[src/rtl/blake2_pkg.sv]
// blake2_pkg: constants and types shared by the BLAKE2 byte-serial I/O blocks
// (hash_out_serializer and the byte-serial receiver).
//   NN_MAX         maximum digest length in bytes
//   BYTE_W         width of the byte-serial bus
//   state_e        serializer FSM states
//   cmd_e          receiver command encodings
package blake2_pkg;

  localparam int unsigned NN_MAX = 64;
  localparam int unsigned BYTE_W = 8;

  typedef enum logic {
    S_IDLE = 1'b0,
    S_SEND = 1'b1
  } state_e;

  typedef enum logic [1:0] {
    CMD_CONF  = 2'd0,
    CMD_START = 2'd1,
    CMD_DATA  = 2'd2,
    CMD_LAST  = 2'd3
  } cmd_e;

endpackage

[src/rtl/hash_out_serializer_byte_shift_reg.sv]
// byte_shift_reg: parallel-load register of NBYTES bytes that shifts right by
// one byte on each enabled cycle; the low byte is presented on byte_o.
//   clk      clock, rising edge
//   nreset   synchronous active-low reset (clears the register)
//   load_i   parallel load of data_i (wins over shift_i)
//   shift_i  shift right by one byte, zero fill from the top
//   data_i   parallel load data
//   byte_o   current low byte
module byte_shift_reg #(
  parameter int unsigned NBYTES = blake2_pkg::NN_MAX
) (
  input  logic                  clk,
  input  logic                  nreset,
  input  logic                  load_i,
  input  logic                  shift_i,
  input  logic [NBYTES*8-1:0]   data_i,
  output logic [7:0]            byte_o
);
  import blake2_pkg::*;

  logic [NBYTES*8-1:0] data_q;
  logic [NBYTES*8-1:0] data_d;

  always_comb begin
    data_d = data_q;
    if (load_i) begin
      data_d = data_i;
    end else if (shift_i) begin
      data_d = data_q >> BYTE_W;
    end
  end

  always_ff @(posedge clk) begin
    if (!nreset) begin
      data_q <= '0;
    end else begin
      data_q <= data_d;
    end
  end

  assign byte_o = data_q[BYTE_W-1:0];

endmodule

[src/rtl/hash_out_serializer.sv]
// hash_out_serializer: captures the final BLAKE2 chaining state and streams
// the first nn bytes, least significant first, on an 8-bit bus.
// Optional feature macro: HASH_OUT_READY_EN (adds ready_i backpressure;
// without it every valid cycle is a handshake).
//   clk          clock, rising edge
//   nreset       synchronous active-low reset
//   nn_i         digest length in bytes, sampled on capture (clamped to NN_MAX)
//   h_v_i        one-cycle pulse: h_i holds the final state
//   h_i          final state, byte k at h_i[8k+7:8k]
//   ready_i      downstream accepts a byte (HASH_OUT_READY_EN only)
//   busy_o       streaming in progress
//   hash_v_o     hash_o valid
//   hash_o       current digest byte
//   hash_last_o  current byte is byte nn-1
module hash_out_serializer #(
  parameter int unsigned NN_MAX = blake2_pkg::NN_MAX
) (
  input  logic         clk,
  input  logic         nreset,
  input  logic [6:0]   nn_i,
  input  logic         h_v_i,
  input  logic [511:0] h_i,
`ifdef HASH_OUT_READY_EN
  input  logic         ready_i,
`endif
  output logic         busy_o,
  output logic         hash_v_o,
  output logic [7:0]   hash_o,
  output logic         hash_last_o
);
  import blake2_pkg::state_e;
  import blake2_pkg::S_IDLE;
  import blake2_pkg::S_SEND;

  localparam logic [6:0] NN_MAX_L = 7'(NN_MAX);

  state_e     state_q, state_d;
  logic [6:0] nn_q, nn_d;
  logic [5:0] cnt_q, cnt_d;
  logic       hash_v_q, hash_v_d;
  logic       busy_q, busy_d;
  logic       hash_last_q, hash_last_d;

  logic       ready;
  logic       hs;
  logic       capture;
  logic [6:0] nn_clamp;

`ifdef HASH_OUT_READY_EN
  assign ready = ready_i;
`else
  assign ready = 1'b1;
`endif

  assign hs       = hash_v_q & ready;
  assign nn_clamp = (nn_i > NN_MAX_L) ? NN_MAX_L : nn_i;
  // A zero-length request is never captured. A capture is accepted while
  // idle or on the handshake of the last byte, giving a gapless restart.
  assign capture  = h_v_i && (nn_clamp != 7'd0) &&
                    ((state_q == S_IDLE) || (hs && hash_last_q));

  always_comb begin
    state_d = state_q;
    nn_d    = nn_q;
    cnt_d   = cnt_q;
    if (capture) begin
      state_d = S_SEND;
      nn_d    = nn_clamp;
      cnt_d   = '0;
    end else if (hs) begin
      cnt_d = cnt_q + 6'd1;
      if (hash_last_q) begin
        state_d = S_IDLE;
      end
    end
    // Outputs are computed from next state so they leave the flops aligned
    // with the state they describe.
    hash_v_d    = (state_d == S_SEND);
    busy_d      = (state_d == S_SEND);
    hash_last_d = (state_d == S_SEND) && ({1'b0, cnt_d} == (nn_d - 7'd1));
  end

  always_ff @(posedge clk) begin
    if (!nreset) begin
      state_q     <= S_IDLE;
      nn_q        <= '0;
      cnt_q       <= '0;
      hash_v_q    <= 1'b0;
      busy_q      <= 1'b0;
      hash_last_q <= 1'b0;
    end else begin
      state_q     <= state_d;
      nn_q        <= nn_d;
      cnt_q       <= cnt_d;
      hash_v_q    <= hash_v_d;
      busy_q      <= busy_d;
      hash_last_q <= hash_last_d;
    end
  end

  byte_shift_reg #(
    .NBYTES (NN_MAX)
  ) u_shift (
    .clk     (clk),
    .nreset  (nreset),
    .load_i  (capture),
    .shift_i (hs & ~capture),
    .data_i  (h_i[NN_MAX*8-1:0]),
    .byte_o  (hash_o)
  );

  assign hash_v_o    = hash_v_q;
  assign busy_o      = busy_q;
  assign hash_last_o = hash_last_q;

endmodule

[config.mk]
export PLATFORM = sky130hd
export DESIGN_NAME = hash_out_serializer
export DESIGN_NICKNAME = d
export VERILOG_FILES = /design/src/rtl/blake2_pkg.sv /design/src/rtl/hash_out_serializer_byte_shift_reg.sv /design/src/rtl/hash_out_serializer.sv
export SDC_FILE = /design/constraint.sdc
export NUM_CORES = 1
export LEC_CHECK = 0
export BUFFER_PORTS_ARGS = -buffer_cell sky130_fd_sc_hd__buf_2
export CORE_ASPECT_RATIO = 1.1
export CORE_MARGIN = 2
export CORE_UTILIZATION = 35
export CTS_CLUSTER_SIZE = 30
export DETAILED_ROUTE_END_ITERATION = 7
export SLEW_MARGIN = 20
export SYNTH_ARGS = -nofsm -noshare
export SYNTH_HDL_FRONTEND = slang
export SYNTH_SLANG_ARGS = --single-unit
[constraint.sdc]
create_clock -name clk -period 3.5 [get_ports clk]
set_input_delay 0.175 -clock clk [delete_from_list [all_inputs] [get_ports clk]]
set_output_delay 0.175 -clock clk [all_outputs]
set_load 0.05 [all_outputs]
==> metrics.md <==
| Metric | Value |
|---|---|
| Worst vdd ir | `roughly 0.32 mV` |
| Top_reg_cell synth | `dfxtp_1` |
| Synth Area in Compound Gates | `between 20% and 30%` |
| Worst skew pair latency | `between 0.6 and 0.7 ns` |
| Sequential-to-total area share from yosys stat | `43.1%` |
| Final ANT Viol Nets | `0` |
| Fraction of layout cells with a size suffix above 1 | `between 15 and 20%` |
| Sw frac | `a little over a quarter` |
| Number of global-route vias before repair | `roughly 22000` |
| Final HPWL DP | `just under 50000 um` |
| Flop pwr share | `42.5%` |
| DRC Markers | `0` |
| Reg2reg end | `u_shift.data_q[358]$_SDFFE_PN0P_` |
| Initial DRC count | `1283` |
| Max-capacitance violation count | `0` |
| HP Class | `in -> reg` |
| Combinational power share | `between 10% and 20%` |
| Root buffer cell | `clkbuf_16` |
| Final setup viols | `0` |
| Initial antenna violation count | `32` |
| Leak | `about 19 nW` |
| Mean Syn Cell Area | `slightly above 10 um2` |
| Min cycle time layout | `between 2 and 3 ns` |
| H-tree levels | `2` |
| Boundary Pins | `533` |
| Overall power | `~16 mW` |
| Worst Skew | `between 0.01 and 0.015 ns` |
| Initial DRT Pass Iterations | `5` |
| Wire length per cell | `17.3 um` |
| TritonCTS clock tree | `yes` |
| FFs w/ async S/R, synth | `0%` |
| Synth Area in XOR/XNOR | `less than 1%` |
| Crit path launch | `busy_o$_SDFF_PN0_` |
| Outcome | `completed` |
| Die W | `roughly 260 um` |
| IO buf count | `around 530` |
| Reg2Reg Depth | `5` |
| Total Routing Usage GR | `roughly 19%` |
| RSZ-0062 raised after global routing | `false` |
| Largest net degree at the start of global routing | `between 150 and 200` |
| Total grt overflow | `0` |
| Synthesized flop and latch total | `between 500 and 600` |
| CP Class | `reg -> reg` |
| Critical Path RT | `4.01 ns` |
| Max_slew headroom | `between 10% and 20%` |
| Hold_ws | `roughly 0.025 ns` |
| Syn Inst Count | `between 2000 and 2500` |
| Post-Synth Adder-Cell Area | `0.102%` |
| CTS Buffer Depth | `3` |
| Post-layout net count | `3814` |
| RePlAce Congestion | `around 0.83` |
| Hold_sp | `nreset` |
| Syn nets | `a little under 3000` |
| First-pass GRT wire length | `about 110000 um` |
| Synthesized-area fraction occupied by and/or/nand/nor cells | `9.28%` |
| Clock Sinks | `roughly 530` |
| Critical Path End Type | `register` |
| Area Overhead vs Synth | `42.2%` |
| Final setup TNS | `0 ns` |
| Internal power | `around 12 mW` |
| WHS Path Cells | `2` |
| Hold EP | `u_shift.data_q[142]$_SDFFE_PN0P_` |
| Clock slew at reported path FFs | `around 0.06 ns` |
| Synthesized cell area | `approximately 0.024 mm2` |
| Synth Warn # | `0` |
| Dpl cells | `about 3600` |
| Initial Util | `a little over a third` |
| Worst-margin pin slew | `about 1.3 ns` |
| Post-route clock period utilization | `82.1%` |
| NetSw | `4.35 mW` |
| CP arrival | `3.38 ns` |
| Clock buffer count from CTS | `a little under 60` |
| Final hold vios | `0` |
| Clock power frac | `between 30% and 40%` |
| PwrDens | `about 470 mW/mm2` |
| Max-slew violations | `0` |
| Post-synthesis mux area share | `a little over a fifth` |
| Synth cell types | `between 40 and 50` |
| Die area | `just over 0.07 mm2` |
| CP Max Fanout | `~160` |
| Die Span Y | `about 280 um` |
| FP Rows | `~100` |
| Startpoint types | `register` |
| Final non-filler cell total | `between 4000 and 5000` |
| Core area | `0.0691 mm2` |
| Post-synth EDFFs | `0` |
| Via count | `21404` |
| Final wirelength | `roughly 74000 um` |
| Critical R2R Launch | `busy_o$_SDFF_PN0_` |
| R2r setup slk | `between 0.6 and 0.7 ns` |
| FMAX | `348 MHz` |
| Largest family of logic cells by synthesized area | `compound AO/OA/AOI/OAI gates` |
| DR vias/cell | `between 4 and 5` |
==> synthesized netlist by cell type (all sizes together) (3+ instances only) <==
library cell	n	area share, %
dfxtp	527	43
nand2	518	7.9
mux2i	512	21
o211a	505	21
clkbuf	132	2.0
buf	110	2.4
nor2	12	0.18
a21boi	10	0.31
nand3b	8	0.25
nor2b	8	0.24
xor2	5	0.18
o21ai	4	0.082
a211o	3	0.11
a22oi	3	0.11
and2	3	0.077
inv	3	0.046
nor3	3	0.082
o2111ai	3	0.11
==> worst max path at each step <==
stage | endpoint | slack [ns]
floorplan | hash_last_o$_SDFF_PN0_ | 0.53
global placement | hash_last_o$_SDFF_PN0_ | 0.66
detailed placement | hash_last_o$_SDFF_PN0_ | 0.61
CTS | hash_last_o$_SDFF_PN0_ | 0.60
global route | hash_last_o$_SDFF_PN0_ | 0.38
finish | u_shift.data_q[358]$_SDFFE_PN0P_ | 0.62
==> registers in the layout, indices dropped and copies added (netlist names) <==
signal          flops
u_shift.data_q    512
nn_q                7
cnt_q               6
busy_o              1
hash_last_o         1
==> what timing repair did <==
item	CTS	global route
setup buffers	0	0
hold endpoints to repair	516	0
gates resized for setup	0	0
hold buffers	516	0
==> power by group through the flow <==
stage	Combinational [mW]	Sequential, mW	Clock, mW
2_1_floorplan	1.97	6.91	0
3_3_place_gp	2.47	7.05	0
3_5_place_dp	2.55	7.07	0
4_1_cts	3.06	6.94	6.53
5_1_grt	3.38	7.00	6.76
6_report	3.07	6.95	6.32
==> layout by cell type (no fill, tap or decap), types with 3 or more instances in the layout <==
master / Yosys / routed
xor2_1: 5 / 5
nand3b_1: 8 / 8
clkbuf_8: 0 / 14
a21boi_1: 10 / 10
dfxtp_1: 527 / 526
mux2i_1: 512 / 512
inv_1: 3 / 3
o2111ai_1: 3 / 3
dlygate4sd3_1: 0 / 516
clkbuf_16: 0 / 61
buf_12: 0 / 14
clkbuf_1: 132 / 11
buf_2: 90 / 531
diode_2: 0 / 21
o211a_1: 505 / 505
clkinv_2: 0 / 11
nor2_1: 12 / 12
nor2b_1: 7 / 7
nand2_1: 518 / 518
and2_1: 3 / 3
bufinv_16: 0 / 4
buf_4: 9 / 10
clkinvlp_4: 0 / 3
o21ai_0: 4 / 4
==> metrics by stage <==
stage	utilization, %	area, um2	worst slack, ns
2_1_floorplan	-	24500	0.533
3_3_place_gp	39.9	27600	0.658
3_5_place_dp	39.9	27600	0.611
4_1_cts	50.3	34800	0.598
5_1_grt	50.4	34800	0.380
6_report	50.4	34800	0.625
==> critical path, cell delays in order, from the launching register on <==
cell and delay (ns):
dfxtp_4 0.36, buf_12 0.79, buf_12 0.61, mux2i_1 0.31, nand2_1 0.10, o211a_1 0.16
==> layout make-up <==
type,instances,area [um2]
clock inverters,21,224
multi-input cells,1628,12900
repair buffers,1072,8190
well taps,927,1160
flip-flops and latches,527,10600
fillers,6160,34300
clock buffers,86,1760
inverters,3,11.3
diodes,21,52.6
==> kinds of logic after synthesis <==
kind of cell | count (synthesis)
AO/OA/AOI/OAI | 538
flip-flops | 527
AND/OR/NAND/NOR | 567
adder cells (fa/ha/maj) | 2
buffers and inverters | 245
XOR/XNOR | 9
multiplexers | 512
==> routing by layer <==
layer | wire length, um | track usage (%) | vias to the layer above | share of wire, %
met3 | 3750 | 4.14 | 182 | 5.1
met1 | 31000 | 23.4 | 10125 | 42
met5 | 138 | 0 | - | 0.19
met4 | 2580 | 7.77 | 22 | 3.5
met2 | 36800 | 34.0 | 527 | 50
li1 | - | - | 10548 | -
No activity file was read; power rests on OpenSTA's default activity.
